File: src/rtl/spi_arb_pkg.sv
// spi_arb_pkg: shared constants for the SPI flash arbiter.
//   - FSM state encodings (IDLE/LOAD/SHIFT/RESP/HOLD)
//   - owner encodings (port 0 = boot loader, port 1 = CPU register interface)
package spi_arb_pkg;
  localparam logic [2:0] ST_IDLE  = 3'd0;
  localparam logic [2:0] ST_LOAD  = 3'd1;
  localparam logic [2:0] ST_SHIFT = 3'd2;
  localparam logic [2:0] ST_RESP  = 3'd3;
  localparam logic [2:0] ST_HOLD  = 3'd4;

  localparam logic OWNER_BOOT = 1'b0;
  localparam logic OWNER_CPU  = 1'b1;
endpackage

File: src/rtl/spi_byte_shifter.sv
// spi_byte_shifter: one SPI mode-0 byte transfer (MSB first).
// Ports:
//   clock, reset  system clock, async active-high reset
//   start         pulse: latch tx and begin a byte
//   tx            byte to transmit
//   so            MISO, sampled on the clock edge that raises sck
//   sck, si       SPI clock (idle low) and MOSI
//   rx            received byte, valid once done fires
//   done          combinational: high on the edge that drops sck for the 8th time
module spi_byte_shifter #(
  parameter int CLK_DIV = 1
) (
  input  logic       clock,
  input  logic       reset,
  input  logic       start,
  input  logic [7:0] tx,
  input  logic       so,
  output logic       sck,
  output logic       si,
  output logic [7:0] rx,
  output logic       done
);
  localparam int DW = (CLK_DIV > 1) ? $clog2(CLK_DIV) : 1;

  logic [DW-1:0] div_cnt;
  logic [2:0]    bit_cnt;
  logic [7:0]    tx_sr;
  logic          active;
  logic          tick;

  assign tick = active && (div_cnt == DW'(CLK_DIV - 1));
  // Byte is finished on the falling sck edge of bit 7.
  assign done = tick && sck && (bit_cnt == 3'd7);
  assign si   = active & tx_sr[7];

  always_ff @(posedge clock or posedge reset) begin
    if (reset) begin
      div_cnt <= '0;
      bit_cnt <= '0;
      tx_sr   <= '0;
      rx      <= '0;
      active  <= 1'b0;
      sck     <= 1'b0;
    end else if (start) begin
      div_cnt <= '0;
      bit_cnt <= '0;
      tx_sr   <= tx;
      active  <= 1'b1;
      sck     <= 1'b0;
    end else if (active) begin
      if (tick) begin
        div_cnt <= '0;
        sck     <= ~sck;
        if (!sck) begin
          rx <= {rx[6:0], so};
        end else begin
          // si moves to the next bit only after the slave has sampled it
          tx_sr   <= {tx_sr[6:0], 1'b0};
          bit_cnt <= bit_cnt + 3'd1;
          if (bit_cnt == 3'd7) active <= 1'b0;
        end
      end else begin
        div_cnt <= div_cnt + 1'b1;
      end
    end
  end
endmodule

File: src/rtl/spi_flash_arbiter.sv
// spi_flash_arbiter: shares one SPI flash between the boot loader (port 0)
// and the CPU SPI register interface (port 1). Owns CS framing, byte shifting
// and the inter-owner CS gap. Fixed priority (port 0 wins), no preemption:
// once granted, a port keeps CS low until it sends a byte flagged last.
// Ports:
//   clock, reset                 system clock, async active-high reset
//   reqN_valid/data/last/ready   per-port TX byte stream (valid/ready handshake)
//   rspN_valid/data              per-port RX byte, one-cycle valid pulse
//   flash_sck/si/cs_n/so         flash pins, SPI mode 0
//   owner                        current/last granted port
//   busy                         high whenever the FSM is not idle
//   timeout_err                  one-cycle pulse on a forced frame abort
// Optional feature: define SPI_ARB_TIMEOUT_EN to abort a frame whose owner
// leaves the bus idle for TIMEOUT_CYCLES while in LOAD; otherwise LOAD waits
// forever and timeout_err is tied low.
module spi_flash_arbiter
  import spi_arb_pkg::*;
#(
  parameter int CLK_DIV        = 1,
  parameter int CS_HOLD        = 4,
  parameter int TIMEOUT_CYCLES = 1024
) (
  input  logic       clock,
  input  logic       reset,
  input  logic       req0_valid,
  input  logic [7:0] req0_data,
  input  logic       req0_last,
  output logic       req0_ready,
  output logic       rsp0_valid,
  output logic [7:0] rsp0_data,
  input  logic       req1_valid,
  input  logic [7:0] req1_data,
  input  logic       req1_last,
  output logic       req1_ready,
  output logic       rsp1_valid,
  output logic [7:0] rsp1_data,
  output logic       flash_sck,
  output logic       flash_si,
  output logic       flash_cs_n,
  input  logic       flash_so,
  output logic       owner,
  output logic       busy,
  output logic       timeout_err
);
  localparam int HW = $clog2(CS_HOLD + 1);

  logic [2:0]    state;
  logic [HW-1:0] hold_cnt;
  logic          last_q;
  logic          own_valid, own_last, hs, shift_done;
  logic [7:0]    own_data, rx;

  assign own_valid  = (owner == OWNER_CPU) ? req1_valid : req0_valid;
  assign own_data   = (owner == OWNER_CPU) ? req1_data  : req0_data;
  assign own_last   = (owner == OWNER_CPU) ? req1_last  : req0_last;
  assign req0_ready = (state == ST_LOAD) && (owner == OWNER_BOOT);
  assign req1_ready = (state == ST_LOAD) && (owner == OWNER_CPU);
  assign hs         = (state == ST_LOAD) && own_valid;
  assign busy       = (state != ST_IDLE);

  spi_byte_shifter #(.CLK_DIV(CLK_DIV)) u_shift (
    .clock (clock),
    .reset (reset),
    .start (hs),
    .tx    (own_data),
    .so    (flash_so),
    .sck   (flash_sck),
    .si    (flash_si),
    .rx    (rx),
    .done  (shift_done)
  );

`ifdef SPI_ARB_TIMEOUT_EN
  localparam int TW = $clog2(TIMEOUT_CYCLES + 1);
  logic [TW-1:0] to_cnt;
`else
  assign timeout_err = 1'b0;
`endif

  always_ff @(posedge clock or posedge reset) begin
    if (reset) begin
      state      <= ST_IDLE;
      flash_cs_n <= 1'b1;
      owner      <= OWNER_BOOT;
      last_q     <= 1'b0;
      hold_cnt   <= '0;
      rsp0_valid <= 1'b0;
      rsp1_valid <= 1'b0;
      rsp0_data  <= '0;
      rsp1_data  <= '0;
`ifdef SPI_ARB_TIMEOUT_EN
      to_cnt      <= '0;
      timeout_err <= 1'b0;
`endif
    end else begin
      rsp0_valid <= 1'b0;
      rsp1_valid <= 1'b0;
`ifdef SPI_ARB_TIMEOUT_EN
      timeout_err <= 1'b0;
`endif
      case (state)
        ST_IDLE: begin
          if (req0_valid || req1_valid) begin
            owner      <= req0_valid ? OWNER_BOOT : OWNER_CPU;
            state      <= ST_LOAD;
            flash_cs_n <= 1'b0;
          end
        end
        ST_LOAD: begin
          if (hs) begin
            last_q <= own_last;
            state  <= ST_SHIFT;
`ifdef SPI_ARB_TIMEOUT_EN
            to_cnt <= '0;
          end else if (to_cnt == TW'(TIMEOUT_CYCLES - 1)) begin
            // owner went quiet mid-frame: release the flash
            to_cnt      <= '0;
            state       <= ST_HOLD;
            flash_cs_n  <= 1'b1;
            hold_cnt    <= '0;
            timeout_err <= 1'b1;
          end else begin
            to_cnt <= to_cnt + 1'b1;
`endif
          end
        end
        ST_SHIFT: begin
          if (shift_done) begin
            state <= ST_RESP;
            if (owner == OWNER_CPU) begin
              rsp1_valid <= 1'b1;
              rsp1_data  <= rx;
            end else begin
              rsp0_valid <= 1'b1;
              rsp0_data  <= rx;
            end
          end
        end
        ST_RESP: begin
          // non-last byte keeps CS low so the other port cannot cut in
          if (last_q) begin
            state      <= ST_HOLD;
            flash_cs_n <= 1'b1;
            hold_cnt   <= '0;
          end else begin
            state <= ST_LOAD;
          end
        end
        ST_HOLD: begin
          if (hold_cnt == HW'(CS_HOLD - 1)) state <= ST_IDLE;
          else hold_cnt <= hold_cnt + 1'b1;
        end
        default: state <= ST_IDLE;
      endcase
    end
  end
endmodule

File: config.mk
export PLATFORM = sky130hd
export DESIGN_NAME = spi_flash_arbiter
export DESIGN_NICKNAME = d
export VERILOG_FILES = /design/src/rtl/spi_arb_pkg.sv /design/src/rtl/spi_byte_shifter.sv /design/src/rtl/spi_flash_arbiter.sv
export SDC_FILE = /design/constraint.sdc
export NUM_CORES = 1
export LEC_CHECK = 0
export CORE_MARGIN = 10
export CORE_UTILIZATION = 46
export DETAILED_ROUTE_END_ITERATION = 10
export PLACE_DENSITY = 0.77
export SYNTH_ARGS = -nofsm -noshare
export SYNTH_HDL_FRONTEND = slang
export SYNTH_SLANG_ARGS = --single-unit
File: constraint.sdc
create_clock -name clock -period 1.79 [get_ports clock]
set_input_delay 0.358 -clock clock [delete_from_list [all_inputs] [get_ports clock]]
set_output_delay 0.358 -clock clock [all_outputs]
set_load 0.005 [all_outputs]
==> impl_metrics.yaml, run 1 <==
logic_synthesis:
  synthCells: 172
  ys.warnings.count: 0
  yosysSeqAreaShare_pct: 53.0
  synth_area_leaders: "dfrtp_1, mux2i_1, mux2_2"
  synth.distinct_cells: 38
  synth-seq-cells: 49
  ys_async_sr_fraction_pct: 100
  synth-edff-count: 0
  yosys.area.top_type: "dfrtp_1"
  synth_top_area_share_pct: 51.9
  synth_ff_type: "dfrtp_1"
  syn-num-nets: 199
  syn_area_um2: 2320
  synth_area_per_cell_um2: 13.5
placement:
  dp_slack_ns: -0.222
  gp_congestion: 0.765
  port-buffer-count: 47
  dp_hpwl_mm: 3.35
  post_dp_cell_area_um2: 2980
  post-place-cells: 294
worst_setup_path:
  critPathLaunchType: "flop"
  end_kind: "flop"
  critPathKind: "reg -> reg"
  rr_endpoint: "rsp1_data[5]$_DFFE_PP0P_"
  worstPathMaxFanout: 5
  required_ns: 1.98
  r2r_cells: 5
  cp.arrival_ns: 2.04
  rrSetupSlack_ns: -0.06
  rr_startpoint: "u_shift.bit_cnt[1]$_DFFE_PP0P_"
final_layout:
  synthToLayoutAreaGrowth_pct: 39.0
  drive_gt1_share_pct: 32.9
  design_area_um2: 3220
  diodes: 0
  fin_nets: 269
  fillCellCount: 364
  fin_cells: 310
status:
  violations: "setup timing"
  status: "finished, violations left"
grt:
  grt_pass1_vias: 1563
  track_usage_pct: 11.2
  antenna_found_initial: 0
  grt_max_degree: 50
  overflow: 0
  grt_pass1_wl_mm: 7.72
cts:
  htree_levels: 2
  numCtsBuffers: 5
  cts_root_buf: "clkbuf_8"
  clk_pin_slew_ns: 0.09
  cts_sinks: 49
  clockBufferDepth: 2
  insertion_delay_ns: 0.30
  cts_tree: "built"
timing:
  rsz0062_at_grt: "yes"
  skew_ns: 0.00765
  fin_ws_ns: -0.0612
  setup_violations: 5
  fin_crit_sh_pct: 103
  final_max_slew_viol_count: 0
  post-route-min-period_ns: 1.85
  max_freq_mhz: 540
  hold_violations: 0
routing:
  via_per_inst: 4.92
  ant_nets: 0
  wl_mm: 4.63
  detail_route.first_pass.iterations: 4
  drc: 0
  drt_iter0_markers: 44
  wire_per_inst_um: 14.9
  vias: 1525
floorplanning:
  start_util_pct: 48.4
  io_pins: 49
  dieWidth_um: 91.0
  coreArea_um2: 4790
  die_h_um: 91.0
  die_area_um2: 8270
  num_rows: 25
power:
  power_mw: 4.90
  cellLeakagePower_nw: 1.50
  peakVddDrop_uv: 817
  cellPowerDensity_nw_per_um2: 1520
hold_path:
  hp-class: "in -> async"
flow_run:
  drv_cap: 0
## kinds of logic after synthesis
group                    share of synthesized area (%)
AO/OA/AOI/OAI                                     5.08
XOR/XNOR                                         0.756
adder cells (fa/ha/maj)                           2.16
buffers and inverters                             3.89
flip-flops                                        53.0
multiplexers                                      26.6
other                                            0.162
AND/OR/NAND/NOR                                   8.37
## power by group
group          internal [mW]  total, mW  switching (mW)
logic                   1.37       2.35           0.983
clock network          0.418      0.783           0.365
registers               1.49       1.76           0.276
## worst max-delay path by stage
stage	startpoint	to	cells past startpoint
final	u_shift.bit_cnt[1]$_DFFE_PP0P_	rsp1_data[5]$_DFFE_PP0P_	5
after global placement	req0_valid	u_shift.tx_sr[1]$_DFFE_PP0P_	4
after CTS	u_shift.bit_cnt[1]$_DFFE_PP0P_	rsp1_data[5]$_DFFE_PP0P_	5
after detailed placement	req0_valid	u_shift.tx_sr[5]$_DFFE_PP0P_	4
after floorplan	u_shift.bit_cnt[0]$_DFFE_PP0P_	rsp1_data[0]$_DFFE_PP0P_	6
after global routing	u_shift.bit_cnt[1]$_DFFE_PP0P_	rsp1_data[5]$_DFFE_PP0P_	5
## cell type report
type	count	area, µm²	share of cell area [%]
multi-input combinational	107	1070	33.3
sequential	49	1230	38.2
timing repair buffer	71	691	21.5
inverter	8	30.0	0.933
tap	67	83.8	2.60
clock inverter	3	46.3	1.44
clock buffer	5	68.8	2.14
## synth_stat cells, types with 2 or more instances
library cell	count
dfrtp_1	48
mux2i_1	27
mux2_2	20
nor2_1	9
inv_1	8
mux2_4	8
o21ai_0	6
a21oi_1	4
ha_1	4
nand2_1	4
buf_2	3
buf_1	2
buf_4	2
buf_6	2
nand3_1	2
## layer usage
layer  routed length (µm)  track usage (%)  share of wire, %  vias up
li1                     -                -                 -      744
met1                 2060             13.2                45      733
met2                 2180             17.7                47       43
met3                  328             4.86               7.1        5
met4                   56             3.92               1.2        0
met5                    0                0                 0        -
## metrics by stage
stage          TNS (ns)  utilization, %  hold slack [ns]
2_1_floorplan    -0.486               -            0.444
3_3_place_gp      -2.84            62.2            0.489
3_5_place_dp      -3.55            62.2            0.499
4_1_cts          -0.503            65.7            0.416
5_1_grt           -1.10            67.3            0.443
6_report         -0.281            67.3            0.417
## worst max-delay path, stage by stage, from the launching register on
cell      delay (ns)
dfrtp_1         0.36
ha_2            0.19
ha_4            0.14
nand4b_4        0.11
or4b_4          0.61
mux2_4          0.33
## sequential cells by signal, indices dropped and copies added, names as in the netlist, 3 cells and up
| name | cells |
|---|---|
| rsp0_data | 8 |
| u_shift.bit_cnt | 3 |
| u_shift.rx | 8 |
| u_shift.tx_sr | 8 |
| state | 3 |
| hold_cnt | 3 |
| rsp1_data | 8 |
## cell usage in the layout, fill, tap and decap left out, types with 3 or more instances in the layout
cell             instances
a21oi_1                  4
buf_12                   3
buf_4                   18
buf_6                    3
clkbuf_8                 5
clkdlybuf4s50_1         43
dfrtp_1                 47
dlygate4sd2_1            3
inv_1                    7
mux2_2                  19
mux2_4                   9
mux2i_1                 26
nand2_1                  4
nor2_1                   8
o21ai_0                  6
## timing repair
action,CTS,global route
cloned,0,1
pin swaps,2,5
hold buffers,0,0
buffers inserted,3,4
resized for setup,14,8
endpoints found under the setup margin,24,28
Note: power is estimated with default switching activity, not from simulation.
==> run 2, diff against run 1 <==
--- a/config.mk
+++ b/config.mk
@@ -8,6 +8,7 @@
 export CORE_MARGIN = 10
 export CORE_UTILIZATION = 46
 export DETAILED_ROUTE_END_ITERATION = 10
+export GPL_TIMING_DRIVEN = 0
 export PLACE_DENSITY = 0.77
 export SYNTH_ARGS = -nofsm -noshare
 export SYNTH_HDL_FRONTEND = slang
==> run 2 against run 1 <==
The flow still finishes with violations (setup timing). Largest cell class unchanged. Hold slack got worse by 0.036 ns. Non-clock buffer count rose by 2. Sequential power barely moved. Clock skew fell by 0.0037 ns. Combinational power barely moved.
==> impl_metrics.yaml, run 2 (same netlist as run 1, synthesis figures left out) <==
worst_setup_path:
  critPathLaunchType: "flop"
  rrSetupSlack_ns: -0.14
  worstPathMaxFanout: 9
  r2r_cells: 6
  required_ns: 1.99
  rr_startpoint: "u_shift.bit_cnt[1]$_DFFE_PP0P_"
  cp.arrival_ns: 2.13
  critPathKind: "reg -> reg"
  end_kind: "flop"
  rr_endpoint: "rsp1_data[1]$_DFFE_PP0P_"
status:
  violations: "setup timing"
  status: "finished, violations left"
hold_path:
  hp-class: "in -> async"
timing:
  hold_violations: 0
  fin_hold_ws_ns: 0.381
  slew_headroom_pct: 56.3
  tightest_slew_ns: 0.656
  fin_crit_sh_pct: 108
  setup_tns_ns: -1.08
  setup_violations: 9
  post-route-min-period_ns: 1.93
  max_freq_mhz: 518
  fin_ws_ns: -0.142
  skew_ns: 0.00390
  final_max_slew_viol_count: 0
  rsz0062_at_grt: "yes"
grt:
  antenna_found_initial: 0
  grt_max_degree: 31
  overflow: 0
  grt_pass1_vias: 1589
  track_usage_pct: 11.3
  grt_pass1_wl_mm: 7.86
final_layout:
  fin_cells: 311
  diodes: 0
  synthToLayoutAreaGrowth_pct: 38.8
  final_common_cell: "dfrtp_1"
  mostFrequentLayoutCells: "dfrtp_1, clkdlybuf4s50_1, mux2i_1"
  drive_gt1_share_pct: 34.8
  fin_nets: 270
cts:
  cts_hold_buffers: 0
  cts_tree: "built"
  htree_levels: 2
  numCtsBuffers: 5
  cts_root_buf: "clkbuf_8"
  clockBufferDepth: 2
  clk_pin_slew_ns: 0.09
  insertion_delay_ns: 0.30
  cts_sinks: 49
routing:
  detail_route.first_pass.iterations: 4
  drc: 0
  wl_mm: 4.59
  drt_iter0_markers: 40
  wire_per_inst_um: 14.8
  ant_nets: 0
  via_per_inst: 4.92
  vias: 1531
floorplanning:
  coreArea_um2: 4790
  dieWidth_um: 91.0
  start_util_pct: 48.4
  die_area_um2: 8270
  die_h_um: 91.0
  num_rows: 25
  io_pins: 49
power:
  cellLeakagePower_nw: 1.54
  cellPowerDensity_nw_per_um2: 1500
  peakVddDrop_uv: 803
placement:
  dp_slack_ns: -0.399
  port-buffer-count: 47
  post-place-cells: 287
  gp_congestion: 0.808
  dp_hpwl_mm: 3.29
flow_run:
  drv_cap: 0
==> run 2: final cells by class <==
class / count / area [µm²]
tap: 67 / 83.8
clock inverter: 3 / 25.0
multi-input combinational: 106 / 1070
buffer: 8 / 86.3
fill: 349 / 1570
clock buffer: 5 / 68.8
timing repair buffer: 65 / 618
inverter: 8 / 30.0
sequential: 49 / 1230
==> run 2: metal layers <==
layer  routed length, µm  vias to the layer above  GRT usage [%]
met5                   0                        -              0
met4                  31                        0           3.13
met3                 301                        4           4.61
met2                2220                       43           18.1
met1                2040                      738           13.6
li1                    -                      746              -
==> run 2: power breakdown <==
group	internal [mW]	total [mW]	switching (mW)
sequential	1.49	1.77	0.283
clock	0.282	0.670	0.388
combinational	1.40	2.38	0.978
==> run 2: stage by stage <==
stage               util, %  total power, mW  cell area, µm²
global placement       60.4             3.66            2890
global route           67.2             5.14            3220
detailed placement     60.8             3.72            2910
CTS                    66.5             4.80            3180
floorplan                 -             3.08            2330
finish                 67.2             4.82            3220
==> run 2: timing repair <==
item / 4_1_cts / 5_1_grt
pin swaps: 4 / 6
resized for setup: 30 / 8
hold endpoints to repair: 0 / 0
setup buffers: 13 / 4
setup endpoints to repair: 31 / 37
==> run 2: worst max-delay path: stages, from the launching register on <==
cell	delay, ns
dfrtp_1	0.37
ha_2	0.19
ha_4	0.13
nand4b_4	0.14
or4b_4	0.51
buf_8	0.17
mux2_4	0.30
==> run 2: how the worst max path moves through the flow <==
stage	startpoint	endpoint	slack, ns	depth (start not counted)
2_1_floorplan	u_shift.bit_cnt[0]$_DFFE_PP0P_	rsp1_data[0]$_DFFE_PP0P_	-0.06	6
3_3_place_gp	reset	rsp0_data[1]$_DFFE_PP0P_	-0.69	2
3_5_place_dp	owner$_DFFE_PP0P_	req1_ready	-0.40	4
4_1_cts	u_shift.bit_cnt[0]$_DFFE_PP0P_	rsp1_data[1]$_DFFE_PP0P_	-0.14	6
5_1_grt	u_shift.bit_cnt[1]$_DFFE_PP0P_	rsp1_data[7]$_DFFE_PP0P_	-0.19	6
6_report	u_shift.bit_cnt[1]$_DFFE_PP0P_	rsp1_data[1]$_DFFE_PP0P_	-0.14	6
==> run 3, diff against run 2 <==
--- a/config.mk
+++ b/config.mk
@@ -5,7 +5,7 @@
 export SDC_FILE = /design/constraint.sdc
 export NUM_CORES = 1
 export LEC_CHECK = 0
-export CORE_MARGIN = 10
+export CORE_MARGIN = 1.5
 export CORE_UTILIZATION = 46
 export DETAILED_ROUTE_END_ITERATION = 10
 export GPL_TIMING_DRIVEN = 0
==> run 3 against run 2 <==
The flow still finishes with violations (setup timing). Critical path depth stayed put. Clock skew is 0.0056 ns higher. Sequential cell count stayed put. Fmax is 0.54% higher. Clock power is 0.9% lower. Critical endpoint unchanged. Largest cell class unchanged. Largest power group unchanged.
==> impl_metrics.yaml, run 3 (same netlist as run 1, synthesis figures left out) <==
status:
  status: "finished, violations left"
  violations: "setup timing"
timing:
  final_max_slew_viol_count: 0
  post-route-min-period_ns: 1.92
  setup_tns_ns: -0.988
  hold_violations: 0
  setup_violations: 8
  slew_headroom_pct: 55.2
  skew_ns: 0.00953
  fin_crit_sh_pct: 107
  max_freq_mhz: 520
  tightest_slew_ns: 0.671
  rsz0062_at_grt: "yes"
  fin_ws_ns: -0.132
power:
  power.switching_mw: 1.71
  seqPwrFrac_pct: 36.0
  power_mw: 4.95
  combPwrFrac_pct: 50.6
  p_int_mw: 3.24
  clkPwrFrac_pct: 13.4
  cellLeakagePower_nw: 1.55
  p_sw_share_pct: 34.6
  cellPowerDensity_nw_per_um2: 1530
  peakVddDrop_uv: 822
cts:
  cts_root_buf: "clkbuf_8"
  cts_sinks: 49
  cts_tree: "built"
  cts_hold_buffers: 0
  clockBufferDepth: 2
  insertion_delay_ns: 0.31
  numCtsBuffers: 5
  clk_pin_slew_ns: 0.09
  htree_levels: 2
floorplanning:
  die_area_um2: 5470
  io_pins: 49
  start_util_pct: 48.4
  die_h_um: 74.0
  num_rows: 25
  coreArea_um2: 4790
  dieWidth_um: 74.0
routing:
  wl_mm: 4.46
  ant_nets: 0
  drc: 0
  detail_route.first_pass.iterations: 4
  vias: 1521
  via_per_inst: 4.99
  drt_iter0_markers: 45
  wire_per_inst_um: 14.6
final_layout:
  mostFrequentLayoutCells: "dfrtp_1, clkdlybuf4s50_1, mux2i_1"
  final_common_cell: "dfrtp_1"
  diodes: 0
  fin_cells: 305
  fin_nets: 264
  fillCellCount: 349
  multiInputGateArea_um2: 1100
  register_area_um2: 1230
  synthToLayoutAreaGrowth_pct: 39.5
  drive_gt1_share_pct: 32.4
grt:
  grt_pass1_wl_mm: 7.04
  grt_pass1_vias: 1515
  grt_max_degree: 34
  overflow: 0
  track_usage_pct: 17.2
  antenna_found_initial: 0
worst_setup_path:
  worstPathMaxFanout: 9
  rr_startpoint: "u_shift.bit_cnt[0]$_DFFE_PP0P_"
  critPathLaunchType: "flop"
  r2r_cells: 6
  required_ns: 1.99
  end_kind: "flop"
  cp.arrival_ns: 2.12
  critPathKind: "reg -> reg"
  rr_endpoint: "rsp1_data[1]$_DFFE_PP0P_"
  rrSetupSlack_ns: -0.13
flow_run:
  drv_cap: 0
placement:
  dp_slack_ns: -0.411
  gp_congestion: 0.830
  post-place-cells: 287
  port-buffer-count: 47
  dp_hpwl_mm: 2.96
hold_path:
  hp-class: "in -> async"
[run 3: final cells by class]
| cell class | instances | area share (%) |
|---|---|---|
| Sequential cell | 49 | 38.1 |
| Multi-Input combinational cell | 106 | 34.0 |
| Timing Repair Buffer | 60 | 19.4 |
| Tap cell | 67 | 2.59 |
| Buffer | 7 | 2.21 |
| Clock buffer | 5 | 2.13 |
| Inverter | 8 | 0.929 |
| Clock inverter | 3 | 0.658 |
[run 3: per-stage QoR]
step	area (µm²)	utilization [%]	hold WS (ns)
6_report	3230	67.5	0.347
3_3_place_gp	2890	60.4	0.491
3_5_place_dp	2910	60.8	0.501
2_1_floorplan	2330	-	0.444
4_1_cts	3200	66.8	0.359
5_1_grt	3230	67.5	0.376
[run 3: power groups by stage]
| stage | combinational (mW) | sequential, mW | clock [mW] |
|---|---|---|---|
| after floorplan | 1.36 | 1.72 | 0 |
| after global placement | 1.87 | 1.77 | 0 |
| after detailed placement | 1.93 | 1.78 | 0 |
| after CTS | 2.44 | 1.77 | 0.677 |
| after global routing | 2.69 | 1.82 | 0.724 |
| final | 2.51 | 1.78 | 0.664 |
[run 3: worst max path at each step]
stage	to	startpoint	slack, ns
final	rsp1_data[1]$_DFFE_PP0P_	u_shift.bit_cnt[0]$_DFFE_PP0P_	-0.13
after global routing	rsp1_data[7]$_DFFE_PP0P_	u_shift.bit_cnt[0]$_DFFE_PP0P_	-0.20
after CTS	rsp1_data[1]$_DFFE_PP0P_	u_shift.bit_cnt[1]$_DFFE_PP0P_	-0.14
after detailed placement	req1_ready	owner$_DFFE_PP0P_	-0.41
after global placement	u_shift.bit_cnt[1]$_DFFE_PP0P_	reset	-0.69
after floorplan	rsp1_data[0]$_DFFE_PP0P_	u_shift.bit_cnt[0]$_DFFE_PP0P_	-0.06
[run 3: critical path, stage by stage (launching register included)]
cell      delay, ns
dfrtp_1        0.37
ha_2           0.20
ha_4           0.13
nand4b_4       0.14
or4b_4         0.51
buf_8          0.17
mux2_4         0.30
[run 3: routing by layer]
metal	up-vias	part of all wire (%)	wire length [µm]	global-route usage, %
li1	732	-	-	-
met1	737	42	1870	20.8
met5	-	0	0	0
met3	7	4.0	180	4.47
met4	0	1.0	46	5.35
met2	45	53	2360	29.9
[run 3: what timing repair did]
item	in CTS	in global routing
setup endpoints to repair	31	39
setup buffers	10	2
gates resized for setup	37	7
pin swaps	6	5
